## config.mk

```make
export PLATFORM = sky130hd
export DESIGN_NAME = ram_stream_reader
export DESIGN_NICKNAME = d
export VERILOG_FILES = /design/src/rtl/ram_stream_reader.sv
export SDC_FILE = /design/constraint.sdc
export NUM_CORES = 1
export LEC_CHECK = 0
export CORE_AREA = 4 4 80 101
export CTS_CLUSTER_DIAMETER = 100
export DETAILED_ROUTE_END_ITERATION = 10
export DIE_AREA = 0 0 84 105
export HOLD_SLACK_MARGIN = 0.1
export PLACE_DENSITY = 0.78
export SYNTH_ARGS = -nofsm -noshare
export SYNTH_HDL_FRONTEND = slang
export SYNTH_SLANG_ARGS = --single-unit
export TNS_END_PERCENT = 30
```

## constraint.sdc

```tcl
create_clock -name clk -period 2.3 [get_ports clk]
set_input_delay 0.46 -clock clk [delete_from_list [all_inputs] [get_ports clk]]
set_output_delay 0.46 -clock clk [all_outputs]
set_load 0.005 [all_outputs]
```

## src/rtl/ram_stream_reader.sv

```systemverilog
// Streams cmd_len+1 consecutive RAM words out of a single read port into a valid/ready stream.
// Optional stall statistics are enabled by defining RAM_STREAM_READER_STATS_EN.
//
// state | meaning
// IDLE  | waiting for a command, cmd_ready high (once out of reset)
// RUN   | issuing reads, one per cycle while credit allows
// DRAIN | all reads issued, emptying pipeline and FIFO until the last beat
module ram_stream_reader #(
    parameter int DATA_WIDTH = 8,
    parameter int ADDR_WIDTH = 10,
    parameter int RD_LATENCY = 1
) (
    input  logic                  clk,
    input  logic                  rstn,
    input  logic                  cmd_valid,
    output logic                  cmd_ready,
    input  logic [ADDR_WIDTH-1:0] cmd_addr,
    input  logic [ADDR_WIDTH-1:0] cmd_len,
    output logic [ADDR_WIDTH-1:0] ram_addr,
    output logic                  ram_rd_en,
    input  logic [DATA_WIDTH-1:0] ram_rdata,
    output logic                  m_valid,
    input  logic                  m_ready,
    output logic [DATA_WIDTH-1:0] m_data,
    output logic                  m_last,
    output logic                  busy,
    output logic                  done,
    output logic [15:0]           stall_cnt
);

    typedef enum logic [1:0] {IDLE, RUN, DRAIN} state_t;

    state_t                  state;
    state_t                  state_nxt;
    logic                    armed;
    logic [ADDR_WIDTH-1:0]   issue_rem;
    logic [ADDR_WIDTH-1:0]   beat_rem;
    logic [RD_LATENCY-1:0]   vld_sr;
    logic [DATA_WIDTH-1:0]   fifo_mem [4];
    logic [1:0]              wr_ptr;
    logic [1:0]              rd_ptr;
    logic [2:0]              fifo_count;
    logic [2:0]              in_flight;
    logic                    credit;
    logic                    issue;
    logic                    accept;
    logic                    capture;
    logic                    pop;
    logic                    last_pop;

    always_comb begin
        in_flight = 3'd0;
        for (int i = 0; i < RD_LATENCY; i++) begin
            in_flight = in_flight + 3'(vld_sr[i]);
        end
    end

    // Credit covers both buffered and in-flight words so the 4-entry FIFO can never overflow.
    assign credit   = ({1'b0, fifo_count} + {1'b0, in_flight}) < 4'd4;
    assign accept   = cmd_valid && cmd_ready;
    assign capture  = vld_sr[RD_LATENCY-1];
    assign pop      = m_valid && m_ready;
    assign last_pop = pop && m_last;

    always_ff @(posedge clk or negedge rstn) begin
        if (!rstn) begin
            state <= IDLE;
        end else begin
            state <= state_nxt;
        end
    end

    always_comb begin
        state_nxt = state;
        case (state)
            IDLE:    if (accept) state_nxt = RUN;
            RUN:     if (issue && issue_rem == '0) state_nxt = DRAIN;
            DRAIN:   if (last_pop) state_nxt = IDLE;
            default: state_nxt = IDLE;
        endcase
    end

    always_comb begin
        cmd_ready = armed && (state == IDLE);
        busy      = (state != IDLE);
        issue     = (state == RUN) && credit;
        ram_rd_en = issue;
    end

    always_ff @(posedge clk or negedge rstn) begin
        if (!rstn) begin
            armed     <= 1'b0;
            ram_addr  <= '0;
            issue_rem <= '0;
            beat_rem  <= '0;
            done      <= 1'b0;
        end else begin
            armed <= 1'b1;
            done  <= (state == DRAIN) && last_pop;
            if (accept) begin
                ram_addr  <= cmd_addr;
                issue_rem <= cmd_len;
                beat_rem  <= cmd_len;
            end else begin
                if (issue) begin
                    ram_addr  <= ram_addr + 1'b1;
                    issue_rem <= issue_rem - 1'b1;
                end
                if (pop) begin
                    beat_rem <= beat_rem - 1'b1;
                end
            end
        end
    end

    if (RD_LATENCY == 1) begin : g_sr1
        always_ff @(posedge clk or negedge rstn) begin
            if (!rstn) begin
                vld_sr <= '0;
            end else begin
                vld_sr <= issue;
            end
        end
    end else begin : g_srn
        always_ff @(posedge clk or negedge rstn) begin
            if (!rstn) begin
                vld_sr <= '0;
            end else begin
                vld_sr <= {vld_sr[RD_LATENCY-2:0], issue};
            end
        end
    end

    always_ff @(posedge clk) begin
        if (capture) begin
            fifo_mem[wr_ptr] <= ram_rdata;
        end
    end

    always_ff @(posedge clk or negedge rstn) begin
        if (!rstn) begin
            wr_ptr     <= 2'd0;
            rd_ptr     <= 2'd0;
            fifo_count <= 3'd0;
        end else begin
            if (capture) wr_ptr <= wr_ptr + 2'd1;
            if (pop)     rd_ptr <= rd_ptr + 2'd1;
            case ({capture, pop})
                2'b10:   fifo_count <= fifo_count + 3'd1;
                2'b01:   fifo_count <= fifo_count - 3'd1;
                default: fifo_count <= fifo_count;
            endcase
        end
    end

    // The last word of a command is the one left when the beat countdown reaches zero.
    assign m_valid = (fifo_count != 3'd0);
    assign m_data  = m_valid ? fifo_mem[rd_ptr] : '0;
    assign m_last  = m_valid && (beat_rem == '0);

`ifdef RAM_STREAM_READER_STATS_EN
    logic [15:0] stall_q;

    always_ff @(posedge clk or negedge rstn) begin
        if (!rstn) begin
            stall_q <= 16'h0;
        end else if (accept) begin
            stall_q <= 16'h0;
        end else if (m_valid && !m_ready && stall_q != 16'hFFFF) begin
            stall_q <= stall_q + 16'h1;
        end
    end

    assign stall_cnt = stall_q;
`else
    assign stall_cnt = 16'h0;
`endif

endmodule

```

# Word-level counts from Yosys, hierarchy flattened
# Memory sizes are Yosys's and may differ from the RTL's.
# Cells that the tools add are included.
# W data, S select, Z words.
# totals
latch_bits,0
out_inout_bits,40
mem_bits_ro,0
input_bits,32
ram_bits,32
wordCells,58
reg_bits,42
mem_count,1
# op_classes
n_bitwise,0
n_eq_ne,7
n_shift,0
muxes,14
reduce_logical,17
n_lt_le_gt_ge,1
n_div,0
add_sub_neg,8
multipliers,0
# mem_list
name,depth,word_bits,rd,rd_clocked_by_memory_dff,wr,line_no,source
fifo_mem,4,8,1,0,1,39,logic [DATA_WIDTH-1:0] fifo_mem [4];
# ops
operator,count
$mux W10,6
$logic_not A10 Y1,2
$sub A10 B1 Y10 const B,2
$add A10 B1 Y10 const B,1
$logic_and A1 B1 Y1,8
$mux W8,1
$reduce_bool A2 Y1,4
$mux W2,3
$ne A2 B2 Y1 const B,3
$pmux W2 S3,1
$pmux W3 S2,1
$add A2 B1 Y2 const B,2
$add A3 B1 Y4,1
$eq A2 B1 Y1 const B,2
$eq A2 B2 Y1 const B,2
$lt A4 B3 Y1 const B,1
$add A3 B1 Y3 const B,1
$reduce_and A3 Y1,1
$reduce_bool A3 Y1,1
$sub A3 B1 Y3 const B,1
$logic_not A2 Y1,1
$mux W1,2

# Depth between registers and ports, before layout
# Gate-level depths: netlist of the first run.
# logic_depth
depth_word,6
mapped_depth,8

# Worst setup path before layout of the first run
# Ideal clock, no wire load.
# synth_path
path_type,flip-flop to flip-flop
start,register fifo_count[1]
end,register fifo_count[2]
period_less_slack_ns,1.849
n_path_buf,0
path_slack_ns,0.451
arrival_time_ns,1.721
path_stages_with_launch,9
path_cell_list,dfrtp_1 -> o31ai_4 -> inv_1 -> ha_1 -> inv_1 -> fa_1 -> xor2_1 -> nor2_1 -> xor2_1
# synth_via
elab_chain_len,4
# synth_rtl
element,line_no,source
from (decl),42,logic [2:0] fifo_count;
from (signal assigned),149,2'b10: fifo_count <= fifo_count + 3'd1;
from (signal assigned),150,2'b01: fifo_count <= fifo_count - 3'd1;
from (signal assigned),151,default: fifo_count <= fifo_count;
$reduce_bool A3 Y1 (*),157,assign m_valid = (fifo_count != 3'd0);
$logic_and A1 B1 Y1 (*),62,assign pop = m_valid && m_ready;
named net pop,48,logic pop;
$eq A2 B1 Y1 or $eq A2 B2 Y1 (tied branches),148,"case ({capture, pop})"
$pmux W3 S2 or $reduce_bool A2 Y1 (tied branches),--,
# The timed path passes the listed nets; every way through them passes the cells marked *.
# A chain may end at the register's enable or synchronous reset.

# Worst setup path in the final report of the first run
# layout_path
start,register beat_rem[0]
end,output m_last
# layout_via
elab_chain_len,2
# layout_rtl
element,line_no,source
from (decl),37,logic [ADDR_WIDTH-1:0] beat_rem;
from (signal assigned),103,beat_rem <= cmd_len;
from (signal assigned),110,beat_rem <= beat_rem - 1'b1;
$logic_not A10 Y1,159,assign m_last = m_valid && (beat_rem == '0);
$logic_and A1 B1 Y1,159,
to (decl),25,"output logic m_last,"
# Every way passes these cells.

==> summary.json, run 1 <==
{
  "status": {
    "status": "finished, final reports clean"
  },
  "placed_design": {
    "final_wtd_congestion": 0.760,
    "place_area_um2": 4260,
    "dpl.hpwl_um": 4970,
    "placement.io_buffers": 55,
    "preCtsSetupSlack_ns": 0.0101
  },
  "cells_and_area": {
    "layout.area.seq_um2": 2020,
    "final_cell_area_um2": 4510,
    "fillers": 612,
    "fin_nets": 409,
    "fraction_of_layout_cells_with_a_size_suffix_above_1_pct": 16.6,
    "syn2layout_area_growth_pct": 27.3,
    "final_util_pct": 62.7,
    "multi_input_comb_area_um2": 1400,
    "antennaDiodeCount": 0
  },
  "timing": {
    "hold_viol_final": 0,
    "final_critical_path_setup_slack_ns": 0.0487,
    "worst-slew-pin-transition_ns": 0.536,
    "maxClockFrequency_mhz": 444,
    "final.setup_skew_ns": 0.0161,
    "rsz_0062_raised_after_global_routing": "yes",
    "fin_tns_setup_ns": 0,
    "timing.final.crit_period_ns": 2.25,
    "report.final.setup_viol": 0,
    "final_number_of_max_transition_violations": 0,
    "worst_slew_margin_rel_pct": 64.3,
    "fraction_of_the_cycle_the_final_worst_path_needs_pct": 97.9
  },
  "logic_synthesis": {
    "synthesis.instances": 290,
    "cell_types_occupying_the_most_area_after_synthesis": "sky130_fd_sc_hd__dfrtp_1, sky130_fd_sc_hd__edfxtp_1, sky130_fd_sc_hd__mux4_2",
    "synthDistinctLibCells": 42,
    "synth_seq_area_share_pct": 56.9,
    "yosys_warnings": 0,
    "synth_top_cell_by_area": "sky130_fd_sc_hd__dfrtp_1",
    "postSynthRegisterBits": 74,
    "synth_enable_flop_cells": 32,
    "netlist_area_um2": 3540,
    "synthesis.area_per_instance_um2": 12.2,
    "synth_top_area_share_pct": 29.7,
    "synthArstFlopShare_pct": 56.8,
    "ys_dominant_reg_cell": "sky130_fd_sc_hd__dfrtp_1"
  },
  "global_route": {
    "number_of_antenna_violations_at_the_first_check_in_global_routing": 0,
    "grt_max_degree": 43,
    "grt_pass1_wl_um": 11300,
    "first_global_vias": 2458,
    "gr-total-overflow": 0,
    "total_track_usage_pct": 16.2
  },
  "floorplanning": {
    "die-width_um": 84,
    "placement_rows": 35,
    "floorplan.core_area_um2": 7180,
    "die_h_um": 105,
    "ioPinCount": 72,
    "floorplan.die_area_um2": 8820,
    "initial_utilization_pct": 49.3
  },
  "worst_setup_path": {
    "worstPathArrival_ns": 1.79,
    "critical_path.max_fanout": 2,
    "timing_worst_setup_path_type": "reg2out",
    "timing.critical_path.from_type": "register",
    "timing.critical_path.required_ns": 1.84,
    "nature_of_the_critical_path_endpoint": "primary output"
  },
  "detailed_routing": {
    "drc": 0,
    "wl_per_cell_um": 14.4,
    "drt_iter0_markers": 50,
    "avgViaCountPerCell": 4.99,
    "firstDrtPassIters": 6,
    "dr_total_vias": 2319,
    "drt-total-wl_um": 6710,
    "drtAntennaViolNets": 0
  },
  "clocking": {
    "worst_setup_hold_path_clk_slew_ns": 0.07,
    "postCtsHoldBufs": 0,
    "cts_sinks": 74,
    "cts_max_path_buffers": 2,
    "cts_tree": "done",
    "numCtsBuffers": 9,
    "h-tree-depth": 3,
    "clk_latency_ns": 0.34,
    "cts_root_buffer": "sky130_fd_sc_hd__clkbuf_8"
  },
  "power_and_ir_drop": {
    "ir_worst_vdd_mv": 0.601,
    "leakage_dissipation_nw": 1.74,
    "power.density_nw_per_um2": 1190,
    "post-layout-total-power_mw": 5.38
  },
  "flow_run": {
    "drv_cap": 0
  },
  "min_path": {
    "holdCritPathClass": "in2async"
  }
}
[cells in the mapped netlist, types with 8 or more instances]
master                     instances
sky130_fd_sc_hd__dfrtp_1          42
sky130_fd_sc_hd__edfxtp_1         32
sky130_fd_sc_hd__nor2_1           20
sky130_fd_sc_hd__a21oi_1          18
sky130_fd_sc_hd__nand2_1          17
sky130_fd_sc_hd__buf_4            16
sky130_fd_sc_hd__xnor2_1          15
sky130_fd_sc_hd__xor2_1           15
sky130_fd_sc_hd__o21ai_0          14
sky130_fd_sc_hd__inv_1            13
sky130_fd_sc_hd__nor2b_1           9
sky130_fd_sc_hd__ha_1              8
sky130_fd_sc_hd__mux4_2            8
[metal layers]
| metal | share of wire, % | GRT usage [%] |
|---|---|---|
| met1 | 42 | 19.5 |
| met2 | 52 | 28.5 |
| met3 | 5.1 | 4.26 |
| met5 | 0 | 0 |
| met4 | 0.82 | 4.48 |
[timing repair]
action,CTS,global route
pin swaps,0,1
resized for setup,17,8
endpoints found under the setup margin,11,11
setup buffers,2,2
[worst max-delay path: stages (launching register included)]
cell                              delay [ns]
sky130_fd_sc_hd__dfrtp_1                0.39
sky130_fd_sc_hd__inv_2                  0.08
sky130_fd_sc_hd__ha_1                   0.16
sky130_fd_sc_hd__or4b_4                 0.47
sky130_fd_sc_hd__nor3_2                 0.14
sky130_fd_sc_hd__clkdlybuf4s15_2        0.23
[layout make-up]
type / count / area share [%]
inverters: 13 / 1.08
repair buffers: 77 / 16.2
clock buffers: 12 / 3.22
clock inverters: 4 / 1.14
well taps: 92 / 2.55
flip-flops and latches: 74 / 44.7
multi-input cells: 193 / 31.1
[path summary, 6_finish.rpt]
path,start,slack (ns),end,depth (start not counted)
max reg2reg,beat_rem[0],0.43,beat_rem[8],7
max,beat_rem[0],0.05,m_last,5
min,rstn,0.18,issue_rem[8],2
min in group clk,wr_ptr[0],0.53,wr_ptr[0],1
min reg2reg,wr_ptr[0],0.53,wr_ptr[0],1
max in group asynchronous,rstn,1.71,fifo_count[2],2
[kinds of logic after synthesis]
| kind of cell | after synthesis | synth area share [%] |
|---|---|---|
| xor gates and xnor gates | 30 | 7.43 |
| buffers and inverters | 38 | 5.83 |
| and+or+nand+nor | 88 | 14.2 |
| AOI/OAI and AO/OA | 39 | 6.37 |
| muxes | 10 | 5.69 |
| DFF | 74 | 56.9 |
| other | 2 | 0.212 |
| adders and majority gates | 9 | 3.39 |
[report_power, final]
| part | internal (mW) | switching, mW | total [mW] |
|---|---|---|---|
| combinational | 1.23 | 0.933 | 2.17 |
| sequential | 1.85 | 0.385 | 2.24 |
| clock | 0.532 | 0.443 | 0.974 |
[cell usage in the layout, fill, tap and decap left out, types with 2 or more instances in the layout]
master,n
sky130_fd_sc_hd__a31oi_1,2
sky130_fd_sc_hd__nand3_1,6
sky130_fd_sc_hd__inv_1,12
sky130_fd_sc_hd__edfxtp_1,32
sky130_fd_sc_hd__nor4_1,3
sky130_fd_sc_hd__xnor2_1,15
sky130_fd_sc_hd__mux4_2,8
sky130_fd_sc_hd__o31ai_1,2
sky130_fd_sc_hd__nor3_1,3
sky130_fd_sc_hd__or3_1,2
sky130_fd_sc_hd__dlygate4sd2_1,5
sky130_fd_sc_hd__conb_1,17
sky130_fd_sc_hd__nor2_1,19
sky130_fd_sc_hd__nand2_1,17
sky130_fd_sc_hd__clkdlybuf4s50_1,45
sky130_fd_sc_hd__and2_1,6
sky130_fd_sc_hd__and3_1,2
sky130_fd_sc_hd__nor2b_1,9
sky130_fd_sc_hd__buf_4,19
sky130_fd_sc_hd__ha_1,8
sky130_fd_sc_hd__dfrtp_2,3
sky130_fd_sc_hd__a21oi_1,18
sky130_fd_sc_hd__dfrtp_1,39
sky130_fd_sc_hd__or4_1,2
sky130_fd_sc_hd__clkdlybuf4s15_1,2
sky130_fd_sc_hd__nand2b_1,3
sky130_fd_sc_hd__nand4_1,3
sky130_fd_sc_hd__clkbuf_1,2
sky130_fd_sc_hd__nor4_4,2
sky130_fd_sc_hd__buf_12,2
sky130_fd_sc_hd__clkbuf_8,10
sky130_fd_sc_hd__xor2_1,15
sky130_fd_sc_hd__o21ai_0,14
[stage by stage]
step                      hold slack [ns]  cells
after floorplan                     0.164    305
after global placement              0.516    445
after detailed placement            0.521    445
after CTS                           0.193    463
after global routing                0.210    465
final                               0.179    465
[registers in the layout, indices dropped and copies added, names as in the netlist]
name / count
fifo_mem: 32
done: 1
capture: 1
wr_ptr: 2
armed: 1
state: 2
ram_addr: 10
issue_rem: 10
rd_ptr: 2
fifo_count: 3
beat_rem: 10
Power figures use the tool's default switching activity.
==> run 2: changes to the inputs <==
Settings changed: CAP_MARGIN set to 20.
==> results of run 2 <==
The final DEF is identical to that of run 1; final timing and power are the same.
